## src/rtl/reg_load_arbiter.sv

```systemverilog
// Round-robin arbiter that owns sel/Load/clear of a shared 32-bit dual-input load register.
// Optional feature macro: LOAD_CNT_EN (defined = load_count counts loads, undefined = load_count tied to 0).
module reg_load_arbiter #(
  parameter int GAP   = 0,
  parameter int CNT_W = 16
) (
  input  logic             clk,
  input  logic             clear_n,
  input  logic [1:0]       req,
  input  logic             flush,
  output logic             sel,
  output logic             load,
  output logic             clear_reg,
  output logic [1:0]       ack,
  output logic             busy,
  output logic [CNT_W-1:0] load_count
);

  typedef enum logic [1:0] {
    ST_IDLE = 2'd0,
    ST_LOAD = 2'd1,
    ST_GAP  = 2'd2,
    ST_CLR  = 2'd3
  } state_t;

  localparam logic       GAP_EN   = (GAP > 0) ? 1'b1 : 1'b0;
  localparam logic [3:0] GAP_LOAD = (GAP > 0) ? 4'(GAP - 1) : 4'd0;

  state_t     state_r;
  state_t     state_s;
  logic       prio_r;
  logic       winner_s;
  logic [3:0] gap_cnt_r;
  logic [3:0] gap_cnt_s;
  logic [1:0] ack_s;

  function automatic logic [1:0] grant_onehot(input logic w);
    grant_onehot = w ? 2'b10 : 2'b01;
  endfunction

  // Next-state, winner selection and gap countdown.
  always_comb begin
    state_s   = state_r;
    winner_s  = prio_r;
    gap_cnt_s = gap_cnt_r;
    case (state_r)
      ST_IDLE: begin
        if (flush) begin
          state_s = ST_CLR;
        end else if (req != 2'b00) begin
          state_s = ST_LOAD;
          if (req == 2'b11) begin
            winner_s = prio_r;
          end else begin
            winner_s = req[1];
          end
        end else begin
          state_s = ST_IDLE;
        end
      end
      ST_LOAD: begin
        if (flush) begin
          state_s = ST_CLR;
        end else if (GAP_EN) begin
          state_s   = ST_GAP;
          gap_cnt_s = GAP_LOAD;
        end else begin
          state_s = ST_IDLE;
        end
      end
      ST_GAP: begin
        if (flush) begin
          state_s = ST_CLR;
        end else if (gap_cnt_r == 4'd0) begin
          state_s = ST_IDLE;
        end else begin
          state_s   = ST_GAP;
          gap_cnt_s = gap_cnt_r - 4'd1;
        end
      end
      ST_CLR: begin
        // A flush seen here is absorbed rather than queued.
        state_s = ST_IDLE;
      end
      default: begin
        state_s = ST_IDLE;
      end
    endcase
  end

  // One-hot grant for the cycle being entered.
  always_comb begin
    if (state_s == ST_LOAD) begin
      ack_s = grant_onehot(winner_s);
    end else begin
      ack_s = 2'b00;
    end
  end

  // State register plus registered outputs decoded from the next state.
  always_ff @(posedge clk) begin
    if (!clear_n) begin
      state_r   <= ST_IDLE;
      gap_cnt_r <= 4'd0;
      prio_r    <= 1'b0;
      sel       <= 1'b0;
      load      <= 1'b0;
      clear_reg <= 1'b0;
      ack       <= 2'b00;
      busy      <= 1'b0;
    end else begin
      state_r   <= state_s;
      gap_cnt_r <= gap_cnt_s;
      load      <= (state_s == ST_LOAD);
      clear_reg <= (state_s == ST_CLR);
      ack       <= ack_s;
      busy      <= (state_s != ST_IDLE);
      // sel holds its last value outside LOAD.
      if (state_s == ST_LOAD) begin
        sel    <= winner_s;
        prio_r <= ~winner_s;
      end else begin
        sel    <= sel;
        prio_r <= prio_r;
      end
    end
  end

`ifdef LOAD_CNT_EN
  logic [CNT_W-1:0] count_r;

  // Completed-load counter, wraps naturally at all-ones.
  always_ff @(posedge clk) begin
    if (!clear_n) begin
      count_r <= {CNT_W{1'b0}};
    end else if (state_s == ST_LOAD) begin
      count_r <= count_r + CNT_W'(1);
    end else begin
      count_r <= count_r;
    end
  end

  assign load_count = count_r;
`else
  assign load_count = {CNT_W{1'b0}};
`endif

endmodule

```

## config.mk

```make
export PLATFORM = sky130hd
export DESIGN_NAME = reg_load_arbiter
export DESIGN_NICKNAME = d
export VERILOG_FILES = /design/src/rtl/reg_load_arbiter.sv
export SDC_FILE = /design/constraint.sdc
export NUM_CORES = 1
export LEC_CHECK = 0
export ABC_CLOCK_PERIOD_IN_PS = 2000
export CAP_MARGIN = 20
export CORE_ASPECT_RATIO = 1.25
export CORE_MARGIN = 2
export CORE_UTILIZATION = 29
export CTS_CLUSTER_SIZE = 14
export DETAILED_ROUTE_END_ITERATION = 8
export PLACE_DENSITY = 0.56
export SYNTH_ARGS = -nofsm -noshare
export SYNTH_HDL_FRONTEND = slang
export SYNTH_SLANG_ARGS = --single-unit
```

## constraint.sdc

```tcl
create_clock -name clk -period 2 [get_ports clk]
set_input_delay 0.4 -clock clk [delete_from_list [all_inputs] [get_ports clk]]
set_output_delay 0.4 -clock clk [all_outputs]
set_load 0.05 [all_outputs]
```

==> reports/metrics.cfg, run 1 <==
[outcome]
status = complete, no violations

[synthesis]
yosys_warnings = 0
syn_area_um2 = 644
yosysSeqAreaShare = 0.404
synth_cells = 75
avgSynthCellArea_um2 = 8.59
synth_seq_cells = 13
synth_flop_cell = dfxtp_1
ys_types = 24
async_flop_share = 0
synth-edff-count = 0

[global_route]
grt_pass1_wl_um = 1800
grtUsageTotal = 0.0960
overflow = 0
grt_max_degree = 8
first_global_vias = 449
antenna_found_initial = 0

[clock_network]
htreeDepth = 1
holdBufCountCts = 0
cts_resized = 0
cts_setup_buffers = 0
clk_pin_slew_ns = 0.07
clk_path_buf_depth = 2
cts_root_buf = clkbuf_4
cts_tree = built
clock_latency_ns = 0.27
cts_sinks = 13
cts_buffers = 3

[power]
p_leak_nw = 0.317
clock_power_share = 0.275
power_density_nw_per_um2 = 753
p_seq_frac = 0.486
p_comb_frac = 0.239
power_switching_w = 0.000192
switching_share = 0.339
peakVddDrop_uv = 305
total_power_w = 0.000567
internal-power_w = 0.000375

[detailed_routing]
vias = 491
wl_per_cell_um = 8.93
wl_um = 1070
ant_nets = 0
drtIter0Drc = 4
via_per_inst = 4.09
drc_errors = 0
dr.pass1.iters = 4

[layout]
layout_commonest_cell = conb_1
largest_register_ffs = 4
layout.nets = 96
reg_top3 = gap_cnt_r: 4 flops, ack: 2 flops, state_r: 2 flops
final_cell_mix = 16 x conb_1, 13 x dfxtp_1, 10 x clkdlybuf4s50_1, 7 x a21oi_1
area_growth_pct = 16.9
layout-drive-gt1-share = 0.101
regMostFlops = gap_cnt_r
antenna_cells = 0

[worst_setup_path]
rrSetupSlack_ns = 0.46
crit_fanout = 2
cp_slowest_stage_delay_ns = 0.80
cp_cell_sequence = clkdlybuf4s50_1
reg2reg_to = gap_cnt_r[3]$_SDFFE_PN0P_
crit_start = sel$_SDFFE_PN0N_
cp.arrival_ns = 1.41
slowest_stage = clkdlybuf4s50_1
start_kind = flip-flop
path_buf_inv = 1
criticalPathCategory = reg2out
crit_family = buffers and inverters
r2r-start = state_r[1]$_SDFF_PN0_
endpoint = sel
ff2ff_path_depth = 3
critical_path_depth = 1
cp_data_required_time_ns = 1.60
end_kind = primary output

[timing]
fin_crit_sh = 0.905
rsz0062_at_grt = false
drv_slew = 0
fin_skew_ns = 0.00195
post-route-min-period_ns = 1.81
finalHoldViolCount = 0
final-setup-viol-count = 0
max_freq_ghz = 0.553
setup_tns_ns = 0

[floorplan]
start_util = 0.298
fp.coreArea_um2 = 2160
fp-row-count = 19
die_area_um2 = 2620
die_w_um = 46.2
fp.dieH_um = 56.7
ios = 27

[job]
cap_violations = 0

[hold_path]
hold_class = reg2reg

[placement]
portBuffers = 10
dpl.hpwl_um = 866
place_congestion = 0.810

## routing by layer
layer	part of all wire	global-route usage	routed length (um)	vias up
met4	0.012	0.0653	13	0
li1	-	-	-	251
met1	0.41	0.101	438	222
met3	0.066	0.0322	71	2
met5	0	0	0	-
met2	0.51	0.153	547	16
## worst min-delay path by stage
| stage | start | end | slack [ns] | cells after the start |
|---|---|---|---|---|
| 6_report | prio_r$_SDFFE_PN0N_ | ack[0]$_SDFF_PN0_ | 0.49 | 1 |
| 5_1_grt | prio_r$_SDFFE_PN0N_ | ack[0]$_SDFF_PN0_ | 0.52 | 1 |
| 4_1_cts | prio_r$_SDFFE_PN0N_ | ack[0]$_SDFF_PN0_ | 0.49 | 1 |
| 3_5_place_dp | gap_cnt_r[1]$_SDFFE_PN0P_ | gap_cnt_r[1]$_SDFFE_PN0P_ | 0.48 | 2 |
| 3_3_place_gp | gap_cnt_r[0]$_SDFFE_PN0P_ | gap_cnt_r[0]$_SDFFE_PN0P_ | 0.46 | 2 |
| 2_1_floorplan | gap_cnt_r[0]$_SDFFE_PN0P_ | gap_cnt_r[0]$_SDFFE_PN0P_ | 0.44 | 2 |
## synth_stat cells, types with 2 or more instances
cell / n / area share
a21oi_1: 7 / 0.054
inv_1: 5 / 0.029
nand2_1: 6 / 0.035
or4_1: 2 / 0.023
o21ai_0: 4 / 0.031
nor2_1: 6 / 0.035
buf_4: 16 / 0.19
dfxtp_1: 13 / 0.40
## per-stage QoR
stage | utilization | hold slack (ns) | area [um^2] | setup slack (ns) | std cells
3_5_place_dp | 0.336 | 0.481 | 727 | 0.0801 | 116
5_1_grt | 0.348 | 0.518 | 753 | 0.129 | 120
2_1_floorplan | - | 0.444 | 701 | 0.546 | 90
3_3_place_gp | 0.336 | 0.463 | 727 | 0.103 | 116
6_report | 0.348 | 0.487 | 753 | 0.190 | 120
4_1_cts | 0.348 | 0.487 | 753 | 0.173 | 120
## layout make-up
cell class / instances / area [um^2]
fill: 213 / 1410
sequential: 13 / 260
inverter: 5 / 18.8
multi-input combinational: 56 / 302
tap: 31 / 38.8
clock buffer: 4 / 26.3
timing repair buffer: 11 / 108
## cell families after synthesis
family,count (synthesis),share of synthesized area
AND/OR/NAND/NOR,22,0.186
buffers and inverters,21,0.216
flip-flops,13,0.404
AO/OA/AOI/OAI,16,0.153
other,1,0.00582
multiplexers,1,0.0155
adder cells (fa/ha/maj),1,0.0194
## worst reg2reg max path: cells and delay by family (launching register included)
kind | cells | cell delay, ns
compound gates | 1 | 0.14
simple gates | 2 | 0.91
flops | 1 | 0.43
## power groups by stage
stage / sequential (W) / clock [W] / combinational [W]
after floorplan: 0.000302 / 0 / 0.000110
after global placement: 0.000282 / 0 / 0.000134
after detailed placement: 0.000282 / 0 / 0.000135
after CTS: 0.000276 / 0.000165 / 0.000135
after global routing: 0.000277 / 0.000182 / 0.000143
final: 0.000276 / 0.000156 / 0.000135
Note: power is estimated with default switching activity, not from simulation.
==> run 2: changes to the inputs <==
--- a/config.mk
+++ b/config.mk
@@ -7,7 +7,6 @@
 export LEC_CHECK = 0
 export ABC_CLOCK_PERIOD_IN_PS = 2000
 export CAP_MARGIN = 20
-export CORE_ASPECT_RATIO = 1.25
 export CORE_MARGIN = 2
 export CORE_UTILIZATION = 29
 export CTS_CLUSTER_SIZE = 14
==> reports/metrics.cfg, run 2 (synthesized netlist as in run 1, its figures left out) <==
[clock_network]
clock_latency_ns = 0.27  ; about the same
cts_tree = built
cts_sinks = 13  ; unchanged
clk_path_buf_depth = 2  ; unchanged
cts_resized = 0  ; unchanged
htreeDepth = 1  ; unchanged
cts_buffers = 3  ; unchanged
clk_pin_slew_ns = 0.07  ; about the same
cts_root_buf = clkbuf_4
cts_setup_buffers = 0  ; unchanged
holdBufCountCts = 0  ; unchanged

[floorplan]
start_util = 0.300  ; +0.00208
ios = 27  ; unchanged
fp-row-count = 17  ; -2
die_area_um2 = 2610  ; about the same
die_w_um = 51.1  ; +11%
fp.coreArea_um2 = 2150  ; -0.69%
fp.dieH_um = 51.1  ; -9.8%

[worst_setup_path]
path_buf_inv = 1  ; unchanged
cp_cell_sequence = clkdlybuf4s50_1
cp_data_required_time_ns = 1.60  ; about the same
r2r-start = state_r[1]$_SDFF_PN0_
start_kind = flip-flop
rrSetupSlack_ns = 0.44  ; -0.02 ns
cp_slowest_stage_delay_ns = 0.80  ; about the same
ff2ff_path_depth = 3  ; unchanged
slowest_stage = clkdlybuf4s50_1
end_kind = primary output
reg2reg_to = gap_cnt_r[3]$_SDFFE_PN0P_
criticalPathCategory = reg2out
crit_family = buffers and inverters
crit_fanout = 2  ; unchanged
cp.arrival_ns = 1.40  ; about the same

[power]
peakVddDrop_uv = 291  ; -4.7%
power_density_nw_per_um2 = 761  ; +1.1%
p_leak_nw = 0.317  ; unchanged

[detailed_routing]
via_per_inst = 4.17  ; +1.9%
wl_per_cell_um = 8.94  ; +0.17%
ant_nets = 0  ; unchanged
dr.pass1.iters = 4  ; unchanged
vias = 488  ; -0.61%
drtIter0Drc = 7  ; +3
wl_um = 1050  ; -2.3%
drc_errors = 0  ; unchanged

[hold_path]
min_to = gap_cnt_r[0]$_SDFFE_PN0P_
hold_depth = 2  ; +1
hold_start = gap_cnt_r[0]$_SDFFE_PN0P_
hold_class = reg2reg

[global_route]
grt_max_degree = 8  ; unchanged
met2_usage = 0.141  ; -0.0121
grt_pass1_wl_um = 1730  ; -3.8%
grtUsageMet3 = 0.0263  ; -0.00584
met1_usage = 0.112  ; +0.0105
overflow = 0  ; unchanged
grtUsageTotal = 0.0911  ; -0.00482
antenna_found_initial = 0  ; unchanged
grt-busiest-layer = met2
first_global_vias = 414  ; -7.8%

[layout]
layout_commonest_cell = conb_1
regMostFlops = gap_cnt_r
nFillCells = 225  ; +5.6%
layout-drive-gt1-share = 0.101  ; unchanged
reg_top3 = gap_cnt_r: 4 flops, ack: 2 flops, state_r: 2 flops
final_cell_mix = 16 x conb_1, 13 x dfxtp_1, 10 x clkdlybuf4s50_1, 7 x a21oi_1
largest_register_ffs = 4  ; unchanged
layout.nets = 96  ; unchanged
area_growth_pct = 16.3
antenna_cells = 0  ; unchanged

[job]
cap_violations = 0  ; unchanged

[timing]
fin_crit_sh = 0.898  ; -0.00712
final-setup-viol-count = 0  ; unchanged
max_freq_ghz = 0.557  ; +0.79%
fin_hold_ws_ns = 0.481  ; -0.00574 ns
relSlewSlack = 0.668
finalHoldViolCount = 0  ; unchanged
post-route-min-period_ns = 1.80  ; -0.0142 ns
rsz0062_at_grt = false
setup_tns_ns = 0  ; unchanged
worst_pin_slew_ns = 0.496
setup_slack_ns = 0.204  ; +0.0142 ns
drv_slew = 0  ; unchanged
fin_skew_ns = 0.00548  ; +0.00352 ns

[placement]
portBuffers = 10  ; unchanged
place_congestion = 0.769  ; -5.1%
place_ws_ns = 0.0604  ; -0.0197 ns
dpl.hpwl_um = 840  ; -3.0%

[outcome]
status = complete, no violations

## run 2: power breakdown
part | switching [W] | total [W] | internal, W
Clock | 0.0000823 | 0.000159 | 0.0000771
Sequential | 0.00000696 | 0.000276 | 0.000269
Combinational | 0.000106 | 0.000135 | 0.0000289
Total | 0.000195 | 0.000570 | 0.000375
## run 2: tightest hold or removal path, cell delays in order (launching register included)
cell and delay, ns:
dfxtp_1 0.32, nand2_1 0.06, mux2i_1 0.05
## run 2: stage by stage
step | util | instance area [um^2] | power, W | cells
2_1_floorplan | - | 701 | 0.000412 | 90
3_3_place_gp | 0.337 | 723 | 0.000416 | 113
3_5_place_dp | 0.337 | 723 | 0.000416 | 113
4_1_cts | 0.349 | 749 | 0.000580 | 117
5_1_grt | 0.349 | 749 | 0.000601 | 117
6_report | 0.349 | 749 | 0.000570 | 117
## run 2: layer usage
metal / share of wire / routed length, um
met5: 0 / 0
met4: 0.0076 / 8
met3: 0.043 / 45
met2: 0.51 / 529
met1: 0.44 / 463
## run 2: final cells by class
class	instances	area (um^2)	area share
Multi-Input combinational cell	56	302	0.402
Inverter	5	18.8	0.0250
Sequential cell	13	260	0.347
Clock buffer	4	26.3	0.0351
Timing Repair Buffer	11	108	0.144
Tap cell	28	35.0	0.0467
## run 2: how the worst max path moves through the flow
stage | startpoint | end | slack, ns | depth (start not counted)
3_5_place_dp | flush | gap_cnt_r[3]$_SDFFE_PN0P_ | 0.06 | 4
6_report | sel$_SDFFE_PN0N_ | sel | 0.20 | 1
2_1_floorplan | state_r[1]$_SDFF_PN0_ | gap_cnt_r[3]$_SDFFE_PN0P_ | 0.55 | 3
5_1_grt | sel$_SDFFE_PN0N_ | sel | 0.15 | 1
3_3_place_gp | flush | gap_cnt_r[3]$_SDFFE_PN0P_ | 0.1 | 4
4_1_cts | sel$_SDFFE_PN0N_ | sel | 0.19 | 1
==> patch 1 (settings of run 2) <==
Build with the macro `LOAD_CNT_EN` defined.
--- a/src/rtl/reg_load_arbiter.sv
+++ b/src/rtl/reg_load_arbiter.sv
@@ -2,2 +2,4 @@
 // Optional feature macro: LOAD_CNT_EN (defined = load_count counts loads, undefined = load_count tied to 0).
+`define LOAD_CNT_EN
+
 module reg_load_arbiter #(
Behaviour: not the same (Yosys sat finds a counterexample within 4 cycles, from zero or initial values).
==> patch 1 against run 2 <==
Sequential cell count grew 16; cell count up 94%; area after synthesis up 93%; worst setup slack worse by 130 ps; via count increased by 130%; cell area increased by 130%; wire length increased to 2.6 times the old value; power increased by 120%; critical endpoint is now load_count[0].
==> patch 1: results (changes against run 2) <==
status: finished, final reports clean
end point of the worst hold path: sel$_SDFFE_PN0N_
Post-Syn Instances: 139 (+85%)
Slowest-stage cell, CP: sky130_fd_sc_hd__clkdlybuf4s50_1
final antenna diode count: 0 (unchanged)
global-route wire length before repair: 4730 um (+170%)
post-detailed-routing wire length: 2680 um (+160%)
clock root cell: sky130_fd_sc_hd__clkbuf_8
number of DRC violations after detailed routing: 0 (unchanged)
terminus of the critical flop-to-flop path: load_count[15]$_SDFFE_PN0N_
top cells by instance count after synthesis: 29 x sky130_fd_sc_hd__dfxtp_1, 14 x sky130_fd_sc_hd__a21oi_1, 13 x sky130_fd_sc_hd__nor2_1
number of buffers created by CTS: 5 (+2)
number of iterations in the first detailed-routing pass: 4 (unchanged)
leakage: 0.615 nW (+94%)
total global-route track usage: 12.2% (+3.1 points)
buffers from clock root to sink, at most: 2 (unchanged)
cell depth of the worst hold path: 2 (unchanged)
Least-Margin Pin Slew: 506 ps (+9.79 ps)
top area cells in the synthesized netlist: sky130_fd_sc_hd__dfxtp_1 47%, sky130_fd_sc_hd__a21oi_1 5.6%, sky130_fd_sc_hd__xnor2_1 4.2%
portion of the post-synthesis area used by sequential elements: 46.7% (+6.3 points)
origin of the worst setup path: load_count[0]$_SDFFE_PN0N_
detail-routed via count per cell: 4.93 (+18%)
Reg clk slew, reported paths: 60 ps
number of antenna violations at the first check in global routing: 0 (unchanged)
number of nets in the layout: 183 (+91%)
critical-path maximum fanout: 5 (+3)
distinct cell type count after synthesis: 35 (+46%)
Detailed Route Iter0 Violations: 36 (+29)
Largest register FFs: 16 (+12)
number of warning messages in the yosys log: 0 (unchanged)
data arrival time of the critical path: 1530 ps (+130 ps)
count of placed standard cells including taps: 219 (+94%)
weighted congestion reported at the end of routability-driven placement: 0.730 (-5.1%)
number of buffer cells added on primary ports: 26 (+16)
depth of the CTS H-tree: 2 (+1)
Setup Skew: 2.74 ps (-2.74 ps)
endpoint of the worst setup timing path: load_count[0]
Max IR drop VDD: 0.450 mV (+55%)
most frequently used flop master after synthesis: sky130_fd_sc_hd__dfxtp_1
total half-perimeter wirelength after legalization and detailed placement: 1970 um (+130%)
Non-Filler Instances: 227 (+94%)
biggest cell delay along the critical path: 830 ps (+30 ps)
ratio of cells with drive above 1 in the final layout: 14.7% (+4.6 points)
worst skew pair latency: 280 ps
dominant delay contributor by cell family on the critical path: buffers and inverters
number of nets produced by synthesis: 146
Reg2Reg Launch Point: load_count[7]$_SDFFE_PN0N_
start point of the worst hold path: sel$_SDFFE_PN0N_
Worst Reg2Reg Path Length in Cells: 4 (+1)
worst hold path type: reg2reg
ys async rst share: 0% (unchanged)
GRT Residual Overflow: 0 (unchanged)
register-to-register setup slack: 300 ps (-140 ps)
maximum number of pins on one net before global-route repair: 12 (+4)
patch 1: cell types whose count changed in the layout (fill, tap and decap cells not counted), moves of 6 or more:
| cell | run 2 | this run |
|---|---|---|
| sky130_fd_sc_hd__nand3_1 | 0 | 7 |
| sky130_fd_sc_hd__a21oi_1 | 7 | 14 |
| sky130_fd_sc_hd__dfxtp_1 | 13 | 29 |
| sky130_fd_sc_hd__xnor2_1 | 0 | 6 |
| sky130_fd_sc_hd__nor2_1 | 6 | 13 |
| sky130_fd_sc_hd__clkbuf_8 | 0 | 7 |
| sky130_fd_sc_hd__nand4_1 | 0 | 6 |
| sky130_fd_sc_hd__conb_1 | 16 | 0 |
| sky130_fd_sc_hd__clkdlybuf4s50_1 | 10 | 25 |
| sky130_fd_sc_hd__buf_4 | 1 | 7 |
patch 1: timing repair:
action / in CTS / in global routing
setup endpoints to repair: 0 / 1
hold buffers: 0 / 0
setup buffers: 0 / 0
endpoints found under the hold margin: 0 / 0
resized for setup: 0 / 1
patch 1: cells by family after synthesis:
group | Yosys count | share of synthesized area [%]
xor+xnor | 9 | 6.34
compound gates | 29 | 13.6
simple gates | 63 | 28.6
buf+inv | 7 | 2.72
flops | 29 | 46.7
fa+ha+maj | 2 | 2.01
patch 1: stage by stage:
| step | area, um^2 | hold WS (ps) | setup TNS, ps | worst slack, ps | power [mW] |
|---|---|---|---|---|---|
| 2_1_floorplan | 1240 | 448 | 0 | 93.5 | 0.688 |
| 3_3_place_gp | 1600 | 456 | -3.76 | -3.76 | 0.735 |
| 3_5_place_dp | 1600 | 458 | -145 | -49.5 | 0.735 |
| 4_1_cts | 1700 | 468 | 0 | 22.4 | 1.29 |
| 5_1_grt | 1700 | 498 | 0 | 14.3 | 1.32 |
| 6_report | 1700 | 460 | 0 | 75.0 | 1.26 |
patch 1: final cells by class:
cell class / instances / area, um^2
multi-input cells: 103 / 628
inverters: 4 / 15.0
fillers: 398 / 2350
well taps: 50 / 62.6
repair buffers: 33 / 315
clock buffers: 7 / 96.3
flip-flops and latches: 29 / 581
clock inverters: 1 / 5.00
patch 1: power breakdown:
group	leakage [nW]	switching [mW]	total, mW	internal [mW]
Clock	0.0542	0.224	0.535	0.310
Sequential	0.235	0.0128	0.604	0.591
Combinational	0.325	0.0698	0.118	0.0482
Total	0.615	0.307	1.26	0.950
patch 1: layer usage:
| layer | global-route usage [%] | up-vias | part of all wire [%] |
|---|---|---|---|
| met5 | 0 | - | 0 |
| met4 | 7.19 | 0 | 1.6 |
| met3 | 3.92 | 6 | 6.2 |
| met2 | 19.1 | 29 | 43 |
| met1 | 14.7 | 514 | 49 |
| li1 | - | 571 | - |
==> patch 2 (flow settings as in run 2) <==
Without the edit above. Encoding of `state_t`: now Gray code (2 bits for 4 states).
--- a/src/rtl/reg_load_arbiter.sv
+++ b/src/rtl/reg_load_arbiter.sv
@@ -19,6 +19,6 @@
   typedef enum logic [1:0] {
-    ST_IDLE = 2'd0,
-    ST_LOAD = 2'd1,
-    ST_GAP  = 2'd2,
-    ST_CLR  = 2'd3
+    ST_IDLE = 2'b00,
+    ST_LOAD = 2'b01,
+    ST_GAP  = 2'b11,
+    ST_CLR  = 2'b10
   } state_t;
Formal check against the unedited RTL: no difference found for any inputs over 10 cycles, from zero or initial values; not proved beyond that.
==> patch 2 against run 2 <==
Largest power group unchanged; sequential cell count is the same; sequential power is essentially flat; count of clock-buffer cells in the layout is the same; wire length grew 1.1%; area after synthesis shrank 0.78%; sequential share of layout area shrank 0.058 points; power grew 0.20%; worst setup slack gained 5.9 ps; highest routed layer unchanged; largest cell class unchanged; cell area grew 0.17%.
==> patch 2: results (changes against run 2) <==
ys async rst share: 0% (unchanged)
number of warning messages in the yosys log: 0 (unchanged)
Largest register FFs: 4 (unchanged)
depth of the CTS H-tree: 1 (unchanged)
Detailed Route Iter0 Violations: 5 (-2)
clock root cell: sky130_fd_sc_hd__clkbuf_4
top cells by instance count after synthesis: 16 x sky130_fd_sc_hd__buf_4, 13 x sky130_fd_sc_hd__dfxtp_1, 5 x sky130_fd_sc_hd__a21oi_1, 5 x sky130_fd_sc_hd__inv_1, 4 x sky130_fd_sc_hd__o21ai_0
start point of the worst hold path: gap_cnt_r[1]$_SDFFE_PN0P_
Worst Reg2Reg Path Length in Cells: 6 (+3)
Slowest-stage cell, CP: sky130_fd_sc_hd__clkdlybuf4s50_1
number of buffers created by CTS: 3 (unchanged)
ratio of cells with drive above 1 in the final layout: 9.20% (-0.92 points)
dominant delay contributor by cell family on the critical path: buffers and inverters
Setup Skew: 1.80 ps (-3.68 ps)
number of buffer cells added on primary ports: 10 (unchanged)
worst skew pair latency: 270 ps (about the same)
origin of the worst setup path: sel$_SDFFE_PN0N_
portion of the post-synthesis area used by sequential elements: 40.7% (+0.32 points)
number of post-CTS setup repair buffers: 0 (unchanged)
data arrival time of the critical path: 1390 ps
vias in the first global route: 399 (-3.6%)
buffers from clock root to sink, at most: 2 (unchanged)
distinct cell type count after synthesis: 27 (+13%)
Max IR drop VDD: 0.367 mV (+26%)
CTS-repair resized insts: 0 (unchanged)
post-placement worst setup slack: 91.9 ps (+31.4 ps)
critical-path maximum fanout: 2 (unchanged)
power spent charging and discharging nets: 0.195 mW (-0.30%)
total half-perimeter wirelength after legalization and detailed placement: 811 um (-3.5%)
maximum number of pins on one net before global-route repair: 10 (+2)
number of nets in the layout: 94 (-2.1%)
headroom to the max-slew limit: 66.8% (about the same)
status: finished, final reports clean
worst hold path type: reg2reg
cell depth of the worst hold path: 2 (unchanged)
weighted congestion reported at the end of routability-driven placement: 0.707 (-8.1%)
total global-route track usage: 9.01% (-0.10 points)
critical path launch point type: flop
global-route wire length before repair: 1680 um (-2.8%)
total negative slack for setup checks: 0 ps (unchanged)
most frequently used flop master after synthesis: sky130_fd_sc_hd__dfxtp_1
number of antenna violations at the first check in global routing: 0 (unchanged)
Reg2Reg Launch Point: gap_cnt_r[0]$_SDFFE_PN0P_
largest registers: gap_cnt_r: 4 flops, ack: 2 flops, state_r: 2 flops
top area cells in the synthesized netlist: sky130_fd_sc_hd__dfxtp_1 41%, sky130_fd_sc_hd__buf_4 19%, sky130_fd_sc_hd__a21oi_1 3.9%
biggest cell delay along the critical path: 800 ps (about the same)
post-detailed-routing wire length: 1060 um (+1.1%)
leakage: 0.318 nW (about the same)
detail-routed via count per cell: 4.32 (+3.7%)
==> patch 2: changes by cell type in the layout (fill, tap and decap cells not counted), moves of 2 or more <==
cell,change
sky130_fd_sc_hd__nand2_1,-4
sky130_fd_sc_hd__a21oi_1,-2
sky130_fd_sc_hd__nor2_1,-3
sky130_fd_sc_hd__o21a_1,+2
==> patch 2: layout make-up <==
class                      count  area [um^2]
clock buffer                   4         26.3
fill                         225         1270
inverter                       5         18.8
multi-input combinational     53          297
sequential                    13          260
tap                           27         33.8
timing repair buffer          12          115
==> patch 2: cell families (layout without fill, tap and decap cells) <==
group,Yosys count,in the layout,synth area share [%]
flip-flops,13,13,40.7
buffers and inverters,21,21,21.7
AO/OA/AOI/OAI,18,18,18.2
adder cells (fa/ha/maj),1,1,1.96
AND/OR/NAND/NOR,18,18,16.8
other,1,16,0.587
==> patch 2: path summary, 6_finish.rpt <==
check	endpoint	slack, ps
max	sel	210
min	gap_cnt_r[1]$_SDFFE_PN0P_	490
min reg2reg	gap_cnt_r[1]$_SDFFE_PN0P_	490
max reg2reg	gap_cnt_r[3]$_SDFFE_PN0P_	390
==> patch 2: routing by layer <==
layer,wire (um),part of all wire [%],track usage [%],up-vias
li1,-,-,-,250
met1,464,44,9.78,225
met2,506,48,13.9,16
met3,71,6.7,4.68,2
met4,15,1.4,5.41,0
met5,0,0,0,-
==> patch 2: stage by stage <==
step	cell area [um^2]	instances	hold slack (ps)
detailed placement	724	110	479
floorplan	696	87	452
finish	751	114	486
global placement	724	110	464
global route	751	114	521
CTS	751	114	490
==> patch 2: worst min-delay path: cells and delay by family (launching register included) <==
family	cells	cell delay, ps
flops	1	320
compound gates	2	130
==> patch 2: power by group through the flow <==
stage / clock network, mW / registers (mW) / logic (mW)
detailed placement: 0 / 0.281 / 0.138
CTS: 0.168 / 0.275 / 0.138
global route: 0.182 / 0.276 / 0.145
floorplan: 0 / 0.303 / 0.110
global placement: 0 / 0.280 / 0.138
finish: 0.158 / 0.275 / 0.138
